$ cat config.mk
export PLATFORM = sky130hd
export DESIGN_NAME = pc_fetch_ctrl_flat
export DESIGN_NICKNAME = d
export VERILOG_FILES = /design/src/rtl/pc_fetch_ctrl_if.sv /design/src/rtl/pc_fetch_ctrl.sv /design/src/flat_wrapper.sv
export SDC_FILE = /design/constraint.sdc
export NUM_CORES = 1
export LEC_CHECK = 0
export ABC_AREA = 1
export BUFFER_PORTS_ARGS = -buffer_cell sky130_fd_sc_hd__buf_2
export CAP_MARGIN = 20
export CELL_PAD_IN_SITES_DETAIL_PLACEMENT = 1
export CELL_PAD_IN_SITES_GLOBAL_PLACEMENT = 1
export CORE_MARGIN = 8
export CORE_UTILIZATION = 36
export CTS_CLUSTER_SIZE = 24
export DETAILED_ROUTE_END_ITERATION = 10
export GPL_TIMING_DRIVEN = 0
export PLACE_DENSITY = 0.82
export SKIP_LAST_GASP = 1
export SYNTH_ARGS = -nofsm -noshare
export SYNTH_HDL_FRONTEND = slang
export SYNTH_SLANG_ARGS = --single-unit
$ cat constraint.sdc
create_clock -name clk -period 2.1 [get_ports clk]
set_clock_uncertainty 0.15 [all_clocks]
set_input_delay 0.42 -clock clk [delete_from_list [all_inputs] [get_ports clk]]
set_output_delay 0.42 -clock clk [all_outputs]
set_load 0.01 [all_outputs]
$ cat src/rtl/pc_fetch_ctrl_if.sv
// Instruction-memory port of the fetch controller: one request channel and
// one in-order response channel.
interface pc_fetch_ctrl_if #(
    parameter int XLEN = 32
);
    logic            imem_req_valid;
    logic [XLEN-1:0] imem_req_addr;
    logic            imem_req_ready;
    logic            imem_rsp_valid;
    logic [XLEN-1:0] imem_rsp_data;

    modport master (
        output imem_req_valid,
        output imem_req_addr,
        input  imem_req_ready,
        input  imem_rsp_valid,
        input  imem_rsp_data
    );

    modport slave (
        input  imem_req_valid,
        input  imem_req_addr,
        output imem_req_ready,
        output imem_rsp_valid,
        output imem_rsp_data
    );
endinterface

$ cat src/rtl/pc_fetch_ctrl.sv
// Fetch controller: holds the architectural PC, issues one instruction fetch at a
// time, hands the fetched word to decode, and applies branch/jump redirects.
module pc_fetch_ctrl #(
    parameter int              XLEN     = 32,
    parameter logic [XLEN-1:0] RESET_PC = '0,
    parameter int              PC_STEP  = 4
) (
    input  logic              clk,
    input  logic              rst,
    input  logic              redirect_valid,
    input  logic [XLEN-1:0]   redirect_pc,
    input  logic              stall,
    pc_fetch_ctrl_if.master   imem,
    output logic              inst_valid,
    output logic [XLEN-1:0]   inst_pc,
    output logic [XLEN-1:0]   inst_data,
    output logic [XLEN-1:0]   pc_plus4,
    output logic [1:0]        dbg_state
);
    localparam logic [XLEN-1:0] STEP = XLEN'(PC_STEP);

    typedef enum logic [1:0] {
        S_IDLE = 2'd0,
        S_REQ  = 2'd1,
        S_WAIT = 2'd2,
        S_OUT  = 2'd3
    } state_t;

    state_t          state_q, state_d;
    logic [XLEN-1:0] pc_q, pc_d;
    logic [XLEN-1:0] req_pc_q, req_pc_d;
    logic            drop_q, drop_d;
    logic            iv_q, iv_d;
    logic [XLEN-1:0] ipc_q, ipc_d;
    logic [XLEN-1:0] idata_q, idata_d;

    // Handshake: a request transfers on the cycle imem_req_valid && imem_req_ready
    // are both high; an unaccepted request may change address. A response is a
    // single-cycle imem_rsp_valid pulse with no back-pressure, strictly in order.
    assign imem.imem_req_valid = (state_q == S_REQ);
    assign imem.imem_req_addr  = pc_q;
    assign pc_plus4            = pc_q + STEP;
    assign inst_valid          = iv_q;
    assign inst_pc             = ipc_q;
    assign inst_data           = idata_q;
    assign dbg_state           = state_q;

    always_ff @(posedge clk) begin
        if (rst) begin
            state_q  <= S_IDLE;
            pc_q     <= RESET_PC;
            req_pc_q <= '0;
            drop_q   <= 1'b0;
            iv_q     <= 1'b0;
            ipc_q    <= '0;
            idata_q  <= '0;
        end else begin
            state_q  <= state_d;
            pc_q     <= pc_d;
            req_pc_q <= req_pc_d;
            drop_q   <= drop_d;
            iv_q     <= iv_d;
            ipc_q    <= ipc_d;
            idata_q  <= idata_d;
        end
    end

    always_comb begin
        state_d  = state_q;
        pc_d     = pc_q;
        req_pc_d = req_pc_q;
        drop_d   = drop_q;
        iv_d     = iv_q;
        ipc_d    = ipc_q;
        idata_d  = idata_q;
        case (state_q)
            S_IDLE: begin
                state_d = S_REQ;
                if (redirect_valid) pc_d = redirect_pc;
            end
            S_REQ: begin
                if (redirect_valid) pc_d = redirect_pc;
                if (imem.imem_req_ready) begin
                    req_pc_d = pc_q;
                    state_d  = S_WAIT;
                    // Accepted fetch is already stale: mark its response for discard.
                    if (redirect_valid) drop_d = 1'b1;
                end
            end
            S_WAIT: begin
                if (imem.imem_rsp_valid) begin
                    if (drop_q || redirect_valid) begin
                        drop_d  = 1'b0;
                        state_d = S_REQ;
                        if (redirect_valid) pc_d = redirect_pc;
                    end else begin
                        idata_d = imem.imem_rsp_data;
                        ipc_d   = req_pc_q;
                        iv_d    = 1'b1;
                        pc_d    = req_pc_q + STEP;
                        state_d = S_OUT;
                    end
                end else if (redirect_valid) begin
                    drop_d = 1'b1;
                    pc_d   = redirect_pc;
                end
            end
            S_OUT: begin
                if (redirect_valid) begin
                    iv_d    = 1'b0;
                    pc_d    = redirect_pc;
                    state_d = S_REQ;
                end else if (!stall) begin
                    iv_d    = 1'b0;
                    state_d = S_REQ;
                end
            end
            default: state_d = S_IDLE;
        endcase
    end
endmodule

$ cat src/flat_wrapper.sv
// flat-port wrapper written by rule: the top's interface ports become plain ports
module pc_fetch_ctrl_flat 
#(
    parameter int              XLEN     = 32,
    parameter logic [XLEN-1:0] RESET_PC = '0,
    parameter int              PC_STEP  = 4
)
  (clk, rst, redirect_valid, redirect_pc, stall, inst_valid, inst_pc, inst_data, pc_plus4, dbg_state, imem_imem_req_valid, imem_imem_req_addr, imem_imem_req_ready, imem_imem_rsp_valid, imem_imem_rsp_data);
  pc_fetch_ctrl_if #(.XLEN(XLEN)) imem_i ();
  input  logic clk;
  input  logic rst;
  input  logic redirect_valid;
  input  logic [XLEN-1:0] redirect_pc;
  input  logic stall;
  output logic inst_valid;
  output logic [XLEN-1:0] inst_pc;
  output logic [XLEN-1:0] inst_data;
  output logic [XLEN-1:0] pc_plus4;
  output logic [1:0] dbg_state;
  output wire logic [$bits(imem_i.imem_req_valid)-1:0] imem_imem_req_valid;
  output wire logic [$bits(imem_i.imem_req_addr)-1:0] imem_imem_req_addr;
  input wire logic [$bits(imem_i.imem_req_ready)-1:0] imem_imem_req_ready;
  input wire logic [$bits(imem_i.imem_rsp_valid)-1:0] imem_imem_rsp_valid;
  input wire logic [$bits(imem_i.imem_rsp_data)-1:0] imem_imem_rsp_data;
  assign imem_imem_req_valid = imem_i.imem_req_valid;
  assign imem_imem_req_addr = imem_i.imem_req_addr;
  assign imem_i.imem_req_ready = imem_imem_req_ready;
  assign imem_i.imem_rsp_valid = imem_imem_rsp_valid;
  assign imem_i.imem_rsp_data = imem_imem_rsp_data;
  pc_fetch_ctrl #(.XLEN(XLEN), .RESET_PC(RESET_PC), .PC_STEP(PC_STEP)) u_core (.clk(clk), .rst(rst), .redirect_valid(redirect_valid), .redirect_pc(redirect_pc), .stall(stall), .imem(imem_i), .inst_valid(inst_valid), .inst_pc(inst_pc), .inst_data(inst_data), .pc_plus4(pc_plus4), .dbg_state(dbg_state));
endmodule
==> results.txt, run 1 <==
The synthesized design spends more area on one cell type than any other, namely sky130_fd_sc_hd__dfxtp_1. Of the synthesized area, sequential elements account for around two fifths. Traced cell by cell, the critical path runs through nand2_4, nor3_4, nand2_2, nor2_4, nand2_1, xor2_1, buf_2. The final antenna diode count is 0. Setup repair after global routing could not meet its margin everywhere. The total global routing overflow is 0. The switching power came out at approximately 0.0024 W.

The leakage dissipation is between 4 and 5 nW. The critical path starts at u_core.imem.imem_req_addr[16]. The vias per cell came out at roughly 5.2.

The share of Yosys cell area claimed by the top area cell type came out at around 40%. The final setup violation count is 26. The cell area after placement came out at around 0.0079 sq mm.

The clock insertion delay at the later pin of the skew report is roughly 0.42 ns. Dividing total power by cell area gives a power density of about 840 mW/mm^2. The largest single stage delay on the critical path is approximately 0.4 ns.

The total number of placement rows is slightly below 50. The number of nets in the synthesized netlist is ~1000. The number of antenna violations at the first check in global routing is 0.

After detailed routing, the total wire length is 29.26 mm. Sequential cells burn roughly two fifths of the power. In this run the standard cell core region covers roughly 0.018 sq mm.

The internal power summed over all cells came out at about 0.0053 W. Clock tree synthesis found a total of between 100 and 150 sinks. The fraction of power spent switching nets came out at between 30% and 40%.

The final number of max-transition violations is 0. The synthesized design contains around 130 register bits. The synthesis warning total came out at 0. The deepest level of the CTS H-tree came out at 4. Counting distinct cell types in the post-synthesis netlist gives 32. TritonCTS built the clock tree.

The layout-stage area growth over the synthesis result came out at 40.95%. The max-slew headroom at the worst pin is between 60 and 70%. The min-delay analysis places its worst path in the category in -> reg. The hold path startpoint is imem_imem_rsp_data[2]. The global routing usage summed across all routing layers came out at between 20% and 30%. The number of vias in the routed layout is 7742.

The share of flip-flops with an asynchronous set or reset after synthesis is 0%. The shortest clock period the worst path allows after layout is 2.462 ns. The DRC violation count after routing is 0. The critical path is of the reg -> out type. Timing would allow up to 0.4062 GHz.

The ratio of cells with drive above 1 in the final layout is roughly a third. The worst register-to-register path begins at u_core.req_pc_q[3]. The commonest register cell after synthesis is sky130_fd_sc_hd__dfxtp_1. After synthesis the cells add up to ~0.0066 sq mm. The cell with the largest stage delay on the worst path is sky130_fd_sc_hd__dfxtp_4. The worst vdd rail ir drop is between 500 and 600 uV. The clock transition time at the flip-flop clock pins of the worst setup and hold paths is roughly 0.06 ns. Ranked by total cell area, the synthesized netlist is headed by sky130_fd_sc_hd__dfxtp_1 40%, sky130_fd_sc_hd__o21ai_0 11%, sky130_fd_sc_hd__nand2_1 11%, sky130_fd_sc_hd__nor2_1 9.9%, sky130_fd_sc_hd__a21oi_1 5.5%. Once the floorplan was initialized, standard cells occupied between 30% and 40% of the core.

The total of hold buffers inserted after clock tree synthesis is 0. The residual antenna-violating net count after detailed routing came out at 0. At the pin with the least slew margin, the transition time is slightly below 0.6 ns.

The tree is rooted in a sky130_fd_sc_hd__clkbuf_16. The number of global-route vias before repair is around 8000. After routing the design area is roughly 0.0093 sq mm. The worst setup slack after layout came out at -0.3617 ns. The first global-routing pass estimated 43.57 mm of wire. The minimum setup slack after placement is -0.3878 ns. The flow ran to the end, but the final reports show violations.

The share of total power in the clock network is about 40%. Dividing the synthesized area by the synthesized cell count gives ~6.8 sq um. The routed length per placed instance is 19.83 microns. The critical path startpoint category is a flip-flop.

Routability-driven placement finished with a final weighted congestion of 0.9219. In this run the deepest clock path goes through 2 buffers. The checks that failed: setup timing.

The final net count came out at about 1300. The data required time at the worst endpoint is ~1.5 ns. The share of total power in combinational logic came out at ~20%. The detailed-router iteration count before antenna repair is 5. The top-level I/O count came out at 202. The critical path arrival is between 1.5 and 2 ns.

The die covers about 0.023 sq mm. The floorplan die width came out at between 150 and 200 microns. The post-DP HPWL is about 21 mm. The die is 151.0 microns tall. The starting DRC count in detailed routing is roughly 410.

The part of the cycle the worst path needs is 117.2%. The max-cap check violation count is 0. The aggregate negative setup slack is -7.065 ns. Counting flops with a built-in enable in the synthesized netlist gives 0.

STA classifies the critical path endpoint as an output port. The pin count of the biggest net entering global routing came out at 17. In this run the worst path has a maximum fanout of 5. The number of hold violations in the final report came to 0. The count of buffers from port buffering is 200.

The fill cell total of the finished layout came out at between 2000 and 2500. Buffers inserted during clock tree synthesis total 17. The synthesized instance count is about 970.
cells in the mapped netlist (3+ instances only):
library cell and instances:
sky130_fd_sc_hd__nand2_1 188, sky130_fd_sc_hd__nor2_1 173, sky130_fd_sc_hd__o21ai_0 144, sky130_fd_sc_hd__dfxtp_1 132, sky130_fd_sc_hd__a21oi_1 72, sky130_fd_sc_hd__inv_1 72
sky130_fd_sc_hd__nand3_1 29, sky130_fd_sc_hd__xor2_1 29, sky130_fd_sc_hd__buf_2 24, sky130_fd_sc_hd__clkbuf_1 22, sky130_fd_sc_hd__nor3_1 12, sky130_fd_sc_hd__nor2_2 10
sky130_fd_sc_hd__a31oi_1 9, sky130_fd_sc_hd__nand4_1 8, sky130_fd_sc_hd__ha_1 7, sky130_fd_sc_hd__xnor2_1 5, sky130_fd_sc_hd__a311oi_1 4, sky130_fd_sc_hd__buf_4 3
sky130_fd_sc_hd__inv_2 3, sky130_fd_sc_hd__nand3_2 3, sky130_fd_sc_hd__nor2_4 3, sky130_fd_sc_hd__o21ai_1 3
state kept, by name, summed over array words and instances, names as in the netlist:
signal / flops
u_core.inst_pc: 32
u_core.inst_valid: 1
u_core.dbg_state: 2
u_core.imem.imem_req_addr: 32
u_core.req_pc_q: 32
u_core.drop_q: 1
u_core.inst_data: 32
critical path, delay by kind of cell, from the launching register on:
kind	cells	cell delay, ns
buffers and inverters	1	0.17
xor gates and xnor gates	1	0.17
DFF	1	0.39
and+or+nand+nor	5	0.74
power by group through the flow:
stage / sequential, W / clock (W) / combinational, W
detailed placement: 0.00311 / 0 / 0.00141
CTS: 0.00306 / 0.00313 / 0.00152
floorplan: 0.00310 / 0 / 0.000765
global route: 0.00311 / 0.00325 / 0.00173
finish: 0.00308 / 0.00311 / 0.00156
global placement: 0.00310 / 0 / 0.00138
routing by layer:
layer	wire (microns)	vias to the layer above	track usage, %	share of wire (%)
met5	0	-	0	0
met4	713	0	9.649	2.4
met3	2544	49	7.589	8.7
met2	13750	324	40.49	47
met1	12250	3701	29.80	42
li1	-	3668	-	-
path summary, 6_finish.rpt:
check / end / slack [ns] / depth (start not counted)
hold reg to reg: u_core.inst_pc[5] / 0.35 / 2
hold / removal: u_core.inst_data[2] / 0.07 / 3
setup / recovery: pc_plus4[22] / -0.36 / 7
setup reg to reg: u_core.imem.imem_req_addr[16] / 0.11 / 7
cells in the final DEF (no fill, tap or decap), types with 5 or more instances in the layout:
cell                          n
sky130_fd_sc_hd__buf_2      219
sky130_fd_sc_hd__nand2_1    175
sky130_fd_sc_hd__nor2_1     164
sky130_fd_sc_hd__o21ai_0    144
sky130_fd_sc_hd__dfxtp_1    108
sky130_fd_sc_hd__a21oi_1     72
sky130_fd_sc_hd__inv_1       62
sky130_fd_sc_hd__buf_4       43
sky130_fd_sc_hd__xor2_1      28
sky130_fd_sc_hd__nand3_1     24
sky130_fd_sc_hd__clkbuf_1    22
sky130_fd_sc_hd__dfxtp_4     19
sky130_fd_sc_hd__clkbuf_16   17
sky130_fd_sc_hd__nor2_4      14
sky130_fd_sc_hd__inv_2       10
sky130_fd_sc_hd__nand2_2      9
sky130_fd_sc_hd__a31oi_1      9
sky130_fd_sc_hd__nor2_2       8
sky130_fd_sc_hd__nand4_1      8
sky130_fd_sc_hd__buf_6        7
sky130_fd_sc_hd__nor3_4       7
sky130_fd_sc_hd__nand2_4      6
sky130_fd_sc_hd__nand3_2      5
sky130_fd_sc_hd__xnor2_1      5
sky130_fd_sc_hd__ha_1         5
sky130_fd_sc_hd__dfxtp_2      5
cell type report:
class	count	area [sq um]	area share [%]
Buffer	49	247.7	2.678
Clock buffer	23	488.0	5.275
Clock inverter	9	125.1	1.352
Inverter	76	292.8	3.165
Multi-Input combinational cell	712	3726	40.28
Sequential cell	132	2720	29.40
Tap cell	229	286.5	3.097
Timing Repair Buffer	246	1365	14.76
what timing repair did:
| action | in CTS | in global routing |
|---|---|---|
| pin swaps | 26 | 19 |
| endpoints found under the hold margin | 0 | 0 |
| buffers inserted | 34 | 12 |
| resized for setup | 103 | 39 |
| setup endpoints to repair | 26 | 102 |
per-stage QoR:
| step | hold slack (ns) | utilization [%] | total power [W] | cells |
|---|---|---|---|---|
| 3_3_place_gp | 0.3313 | 43.86 | 0.004485 | 1398 |
| 2_1_floorplan | 0.3141 | - | 0.003862 | 969 |
| 6_report | 0.07066 | 51.68 | 0.007755 | 1476 |
| 5_1_grt | 0.06877 | 51.68 | 0.008085 | 1476 |
| 4_1_cts | 0.06399 | 50.50 | 0.007714 | 1464 |
| 3_5_place_dp | 0.3343 | 43.86 | 0.004529 | 1398 |
cell families after synthesis:
group	share of synthesized area [%]
compound gates	18.43
flops	40.26
xor+xnor	4.537
buf+inv	7.777
fa+ha+maj	1.334
simple gates	27.66
(Power assumes the default switching activity.)
==> run 2: changes to the inputs <==
--- a/config.mk
+++ b/config.mk
@@ -8,10 +8,8 @@
 export ABC_AREA = 1
 export BUFFER_PORTS_ARGS = -buffer_cell sky130_fd_sc_hd__buf_2
 export CAP_MARGIN = 20
-export CELL_PAD_IN_SITES_DETAIL_PLACEMENT = 1
-export CELL_PAD_IN_SITES_GLOBAL_PLACEMENT = 1
 export CORE_MARGIN = 8
-export CORE_UTILIZATION = 36
+export CORE_UTILIZATION = 52
 export CTS_CLUSTER_SIZE = 24
 export DETAILED_ROUTE_END_ITERATION = 10
 export GPL_TIMING_DRIVEN = 0
==> results.txt, run 2 (synthesis results as in run 1) <==
Setup slack on the worst reg-to-reg path comes out at 0.16 ns. STA puts the critical path data required time at roughly 1.5 ns. The signal on the critical path passes through nand2_2, inv_2, nand3_4, nor2_4, inv_4, nor2_4, nand2_1, xor2_1, buf_2. After detailed routing, the number of vias per cell comes to between 5 and 6. In the detailed route, the total length drawn on met2 is 11.13 mm.

The clock root buffer master is sky130_fd_sc_hd__clkbuf_16. The layout-stage area growth over the synthesis result came out at 37.61%. The minimum setup slack after placement is -0.2765 ns. The largest buffer count on any clock path is 2. The clock insertion delay at the later pin of the skew report is roughly 0.43 ns. The analysis attributes to cell leakage a power of between 4 and 5 nW. The routed design uses just under 3 mm of met3 wire. The floorplan die width came out at approximately 130 microns. Setup violations remaining at the end of the flow were counted as 26. For this design the ratio of total power to cell area is around 810 mW/mm^2. The transition time at the pin with the least slew margin came out at between 0.5 and 0.6 ns. The number of buffers created by CTS is 17. By startpoint and endpoint, the worst setup path is classified as reg -> out. The final antenna diode count is 0. Setup repair after global routing could not meet its margin everywhere. The number of hold violations in the final report came out at 0.

The cell that appears most often on the critical path is sky130_fd_sc_hd__nor2_4. The area of all sequential standard cells is between 0.002 and 0.003 sq mm. Routability-driven placement finished with a final weighted congestion of 1.009. Counting the fill cells in the layout gives approximately 1000. The max-slew headroom at the worst pin is between 60% and 70%.

The core region is roughly 0.012 sq mm. In this design, the largest share of critical-path delay is due to simple AND/OR/NAND/NOR gates. For this block, the via count after detailed routing is 7643. The leading cell type in the layout, fill and taps excluded is sky130_fd_sc_hd__buf_2. The cell count after placement came out at 1341.

The final number of max-transition violations came to 0. Across the VDD grid, the largest voltage drop is 647.6 uV. STA classifies the critical path startpoint as a flip-flop. The run finished, with violations left. The post-DP HPWL came out at ~18 mm. The worst setup path is captured at an output port. The highest clock frequency the design can meet came out at ~0.4 GHz. The global routing usage summed across all routing layers came out at roughly 28%. Leaving out fill and tap cells, the most frequent cells in the layout are 221 x sky130_fd_sc_hd__buf_2, 175 x sky130_fd_sc_hd__nand2_1, 162 x sky130_fd_sc_hd__nor2_1. The ratio of cells with drive above 1 in the final layout is between 30% and 40%. The vertical die dimension came out at 128.4 microns.

The shortest clock period the worst path allows after layout is roughly 2.5 ns. The length of routed wiring on met1 came out at 9.798 mm. The area used by multi-input combinational logic came out at 0.003725 sq mm. The DRC violation count after routing came out at 0. The detailed-router iteration count before antenna repair is 6.

Wires add up to approximately 25 mm. For this run, the post-layout net count is ~1300. At the end of the flow the core is filled with cells to between 70 and 80%. The routed length per placed instance came out at 17.53 microns. The count of buffers from port buffering is 200. The critical path arrival is around 1.9 ns. The number of clock sinks is between 100 and 150. For this run the aggregate overflow at the end of global routing stands at 0. The biggest fanout along the worst timing path is 5. The first-pass GRT wire length came out at around 37 mm. The residual antenna-violating net count after detailed routing is 0. For this design, the CTS-stage hold fixing added 0 buffers. On the critical path, the stage with the largest delay is an instance of sky130_fd_sc_hd__dfxtp_4. The max-cap check violation count is 0. The number of antenna violations at the first check in global routing is 0. The delay of the slowest cell on the worst path is about 0.37 ns.

The count of buffering cells on the critical path with inverters included came out at 3. For this configuration, the core starts out at a cell density of 52.65%. The worst hold-check path type is in -> reg. The number of global-route vias before repair is 7055. The final reports fail on setup timing.

The floorplan step defined a die boundary enclosing 0.01647 sq mm. The total number of placement rows is 41. The worst setup slack after layout is -0.3667 ns.

After detailed routing, no signal wire sits above met4. Excluding fillers, the count of instances in the completed layout stands at about 1400. The part of the cycle the worst path needs is 117.5%. The top-level I/O count came out at between 200 and 250. The starting DRC count in detailed routing came out at 718. The clock tree from TritonCTS is built. The H-tree was split into 4 levels. The pin count of the biggest net entering global routing came out at 17. Clock-pin slew was measured on the worst setup and hold paths at about 0.06 ns.
==> run 2: cell types whose count changed in the layout (fill, tap and decap cells not counted), sizes merged <==
cell      before  now
clkbuf        49   42
clkinv         5    9
bufinv         3    1
buf          269  261
clkinvlp       2    1
inv           75   79
==> run 2: repair_timing <==
item,4_1_cts,5_1_grt
resized for setup,93,34
pin swaps,30,19
endpoints found under the setup margin,26,44
buffers inserted,31,5
==> run 2: through the flow <==
stage                     cell area [sq um]  hold WS, ns  setup TNS (ns)  power (W)
after floorplan                        6564       0.3141               0   0.003862
after global placement                 7780       0.3273          -2.935   0.004436
after detailed placement               7780       0.3344          -3.031   0.004456
after CTS                              8847      0.05860          -4.428   0.007289
after global routing                   9032      0.06759          -8.030   0.007637
final                                  9032      0.06169          -5.851   0.007354
==> run 2: worst paths after layout <==
| kind | startpoint | to | cells past startpoint |
|---|---|---|---|
| min reg2reg | u_core.inst_pc[5] | u_core.inst_pc[5] | 2 |
| max | u_core.imem.imem_req_addr[9] | pc_plus4[22] | 9 |
| max reg2reg | u_core.dbg_state[0] | u_core.inst_pc[14] | 9 |
| min | imem_imem_rsp_data[22] | u_core.inst_data[22] | 3 |
==> run 2: worst register-to-register path, stage by stage, from the launching register on <==
cell and delay [ns]:
sky130_fd_sc_hd__dfxtp_1 0.35, sky130_fd_sc_hd__inv_1 0.11, sky130_fd_sc_hd__ha_1 0.24, sky130_fd_sc_hd__nand2_1 0.12, sky130_fd_sc_hd__nor2_2 0.22, sky130_fd_sc_hd__inv_1 0.10
sky130_fd_sc_hd__buf_2 0.20, sky130_fd_sc_hd__buf_2 0.20, sky130_fd_sc_hd__nor2_1 0.12, sky130_fd_sc_hd__nor2_1 0.06
==> run 2: routing by layer <==
layer	up-vias	global-route usage, %
met5	-	0
met4	0	14.34
met3	72	9.475
met2	472	44.85
met1	3430	34.05
li1	3669	-
==> run 2: report_power, final <==
group / internal, W / switching [W]
clock: 0.00164 / 0.00117
sequential: 0.00277 / 0.000289
combinational: 0.000539 / 0.000952
total: 0.00495 / 0.00241
==> run 2: cell type report <==
| type | count | area share (%) |
|---|---|---|
| timing repair buffer | 236 | 14.25 |
| multi-input combinational | 712 | 41.24 |
| inverter | 76 | 3.186 |
| buffer | 49 | 2.660 |
| clock inverter | 14 | 1.413 |
| sequential | 132 | 30.11 |
| clock buffer | 18 | 4.751 |
| tap | 172 | 2.383 |
==> run 3: changes to the inputs <==
--- a/config.mk
+++ b/config.mk
@@ -5,15 +5,15 @@
 export SDC_FILE = /design/constraint.sdc
 export NUM_CORES = 1
 export LEC_CHECK = 0
-export ABC_AREA = 1
-export BUFFER_PORTS_ARGS = -buffer_cell sky130_fd_sc_hd__buf_2
+export ABC_AREA = 0
+export BUFFER_PORTS_ARGS = -buffer_cell sky130_fd_sc_hd__buf_4
 export CAP_MARGIN = 20
 export CORE_MARGIN = 8
-export CORE_UTILIZATION = 52
+export CORE_UTILIZATION = 51
 export CTS_CLUSTER_SIZE = 24
 export DETAILED_ROUTE_END_ITERATION = 10
 export GPL_TIMING_DRIVEN = 0
-export PLACE_DENSITY = 0.82
+export PLACE_DENSITY = 0.81
 export SKIP_LAST_GASP = 1
 export SYNTH_ARGS = -nofsm -noshare
 export SYNTH_HDL_FRONTEND = slang
==> results.txt, run 3 <==
The H-tree was split into 4 levels. The share of flip-flops with an asynchronous set or reset after synthesis came out at 0%. The final-layout worst hold slack is 0.09372 ns. The max-slew headroom at the worst pin is about 45%. The die is between 100 and 150 microns tall. The total overflow left after global routing is 0. Clock-pin slew was measured on the worst setup and hold paths at 0.06 ns. The clock insertion delay at the later pin of the skew report came out at 0.42 ns.

The count of buffers from port buffering came out at 200. The number of antenna violations at the first check in global routing came out at 0. The area of all sequential standard cells came out at 0.002699 sq mm. The top-level I/O count came out at a little over 200.

The library cell with the highest instance count after synthesis is sky130_fd_sc_hd__nand2_1. The max-cap check violation count came out at 0. The number of hold violations in the final report is 0.

The detail route stage leaves a number of antenna-violating nets equal to 0. By area, the combinational part of the netlist is dominated by simple AND/OR/NAND/NOR gates. Synthesis produced a netlist whose cell count is roughly 780. The area used by multi-input combinational logic is ~0.0034 sq mm. The start-to-end type of the worst setup path is reg -> out.

The transition time at the pin with the least slew margin came out at around 0.83 ns. The critical path startpoint category is a flip-flop. For this configuration, the core starts out at a cell density of about 52%.

Sequential cells were found to cover a little over two fifths of the synthesized design area. CTS saw 132 sinks. Relative to the synthesized area, the layout overhead comes to 44.91%. The total of hold buffers inserted after clock tree synthesis came out at 0. The minimum setup slack after placement is -0.3429 ns. The shortest clock period the worst path allows after layout is ~2.5 ns.

The highest clock frequency the design can meet is 0.3922 GHz. Among all flip-flop cells after synthesis, the most frequent one is sky130_fd_sc_hd__dfxtp_1. CTS placed an instance of sky130_fd_sc_hd__clkbuf_16 at the clock tree root. The worst setup slack after layout is -0.4494 ns. STA classifies the critical path endpoint as an output port.

In the synthesized netlist, the cells that appear most often are 221 x sky130_fd_sc_hd__nand2_1, 132 x sky130_fd_sc_hd__dfxtp_1, 104 x sky130_fd_sc_hd__a21oi_1. The DRC violation count after routing came out at 0. Yosys printed 0 warnings.

The analysis attributes to cell leakage a power of around 3.7 nW. The total power draw came out at 0.006541 W. The flow ran to the end, but the final reports show violations. The clock tree from TritonCTS is built. From left edge to right edge, the die measures 125.9 microns. After synthesis, the largest area contributor takes up between 40% and 50% of total cell area. The tightest min-delay check is of the in -> reg type. The number of global-route vias before repair came out at around 6500. The synthesized netlist devotes under 10% of its cell area to adder and majority cells. The simple-gate portion of the synthesized area is about a quarter. The final number of max-transition violations came out at 0. Of all nets on the critical path, the largest fanout is 3. The vias per cell is roughly 5.6. The pin count of the biggest net entering global routing is 17. The flip-flop and latch count after synthesis came out at about 130.

In the layout the commonest cells are 217 x sky130_fd_sc_hd__nand2_1, 217 x sky130_fd_sc_hd__buf_4, 109 x sky130_fd_sc_hd__dfxtp_1. The detailed-router iteration count before antenna repair is 6. The worst vdd rail ir drop came out at between 400 and 500 uV. The portion of netlist area occupied by mux cells is a little under 2%. The total power per unit cell area came out at about 730 mW/mm^2.

The number of flops mapped to enable cells by yosys came out at 0. The final setup violation count is 23. The number of buffers created by CTS came out at 17. The routed wire length is 21.56 mm. The first-pass GRT wire length came out at 33.40 mm. The synthesized netlist devotes about 7.5% of its cell area to XOR and XNOR gates.

The final weighted congestion of routability-driven global placement came out at between 0.9 and 1. The ratio of cells with drive above 1 in the final layout is ~34%. At the worst endpoint, the arrival time is a little under 2 ns. The number of nets in the synthesized netlist is around 850. Summing all placed instances gives a cell area of 0.007915 sq mm. The fill cell total of the finished layout came out at ~900. Setup repair after global routing could not meet its margin everywhere. The number of vias in the routed layout came out at 6570. The repair_antennas step left the layout with diodes totalling 0. The final reports fail on setup timing. Summing the areas of all compound-gate instances in the mapped netlist gives 15.27% of the synthesized area. The initialized floorplan defines 40 standard-cell rows. Yosys attributes the largest share of cell area to sky130_fd_sc_hd__dfxtp_1 43%, sky130_fd_sc_hd__nand2_1 13%, sky130_fd_sc_hd__a21oi_1 8.4%, sky130_fd_sc_hd__a211oi_1 5.2%, sky130_fd_sc_hd__xnor2_1 5.0%. For this block, the initial DRC count from the detailed router was 577. The number of different library cells in the post-synthesis netlist is 43. The largest buffer count on any clock path came out at 2.

The mean instance size in the synthesized netlist is a little under 8 sq um. The top cell type by total area after synthesis is sky130_fd_sc_hd__dfxtp_1. The wire-length estimate of the detail-placed layout is about 15 mm. STA puts the critical path data required time at about 1.5 ns. The routed length per placed instance is about 18 microns. The floorplan step defined a die boundary enclosing around 0.016 sq mm.

The placeable core region is about 0.012 sq mm. The cell area after layout is 0.008930 sq mm. The final net count is approximately 1100. The part of the cycle the worst path needs is 121.4%. The global routing usage summed across all routing layers came out at about a quarter. The cell area after synthesis is 0.006162 sq mm.
## run 3: repair_timing
item / in CTS / in global routing
resized for setup: 48 / 52
pin swaps: 13 / 11
buffers inserted: 18 / 6
cloned: 0 / 0
endpoints found under the setup margin: 93 / 128
## run 3: cell families after synthesis
| kind of cell | after synthesis |
|---|---|
| muxes | 12 |
| AOI/OAI and AO/OA | 160 |
| xor gates and xnor gates | 53 |
| and+or+nand+nor | 348 |
| DFF | 132 |
| adders and majority gates | 7 |
| buffers and inverters | 64 |
## run 3: critical path: stages, from the launching register on
cell,delay [ns]
sky130_fd_sc_hd__dfxtp_4,0.35
sky130_fd_sc_hd__nand4_1,0.21
sky130_fd_sc_hd__nor3_4,0.32
sky130_fd_sc_hd__nand4_1,0.17
sky130_fd_sc_hd__nor2_1,0.16
sky130_fd_sc_hd__xor2_1,0.19
sky130_fd_sc_hd__buf_4,0.15
## run 3: cell type report
cell class,instances,share of cell area (%)
inverter,5,0.2102
timing repair buffer,223,19.08
buffer,56,3.307
clock inverter,9,1.373
sequential,132,30.22
tap,147,2.060
multi-input combinational,580,38.08
clock buffer,22,5.661
## run 3: path summary, 6_finish.rpt
kind | startpoint | endpoint | slack, ns | depth (start not counted)
worst max-delay path | u_core.imem.imem_req_addr[6] | pc_plus4[29] | -0.45 | 6
worst min-delay path | imem_imem_rsp_data[21] | u_core.inst_data[21] | 0.09 | 3
worst max register to register | u_core.req_pc_q[9] | u_core.imem.imem_req_addr[19] | 0.08 | 7
worst min register to register | u_core.inst_data[19] | u_core.inst_data[19] | 0.30 | 2
## run 3: per-stage QoR
step                      util [%]  cells  setup TNS (ns)
after CTS                    73.80   1169          -7.484
final                        74.97   1174          -7.117
after floorplan                  -    776        -0.01819
after global routing         74.97   1174          -8.795
after detailed placement     66.45   1123          -14.12
after global placement       66.45   1123          -11.24
## run 3: per-layer routing
| layer | wire, microns | track usage [%] |
|---|---|---|
| met4 | 514 | 11.18 |
| met1 | 8477 | 30.49 |
| met5 | 0 | 0 |
| met2 | 9988 | 41.16 |
| met3 | 2580 | 11.52 |
## run 3: report_power, final
group	switching [W]	internal (W)
Sequential	0.000111	0.00257
Clock	0.00108	0.00205
Combinational	0.000379	0.000353
Total	0.00157	0.00497
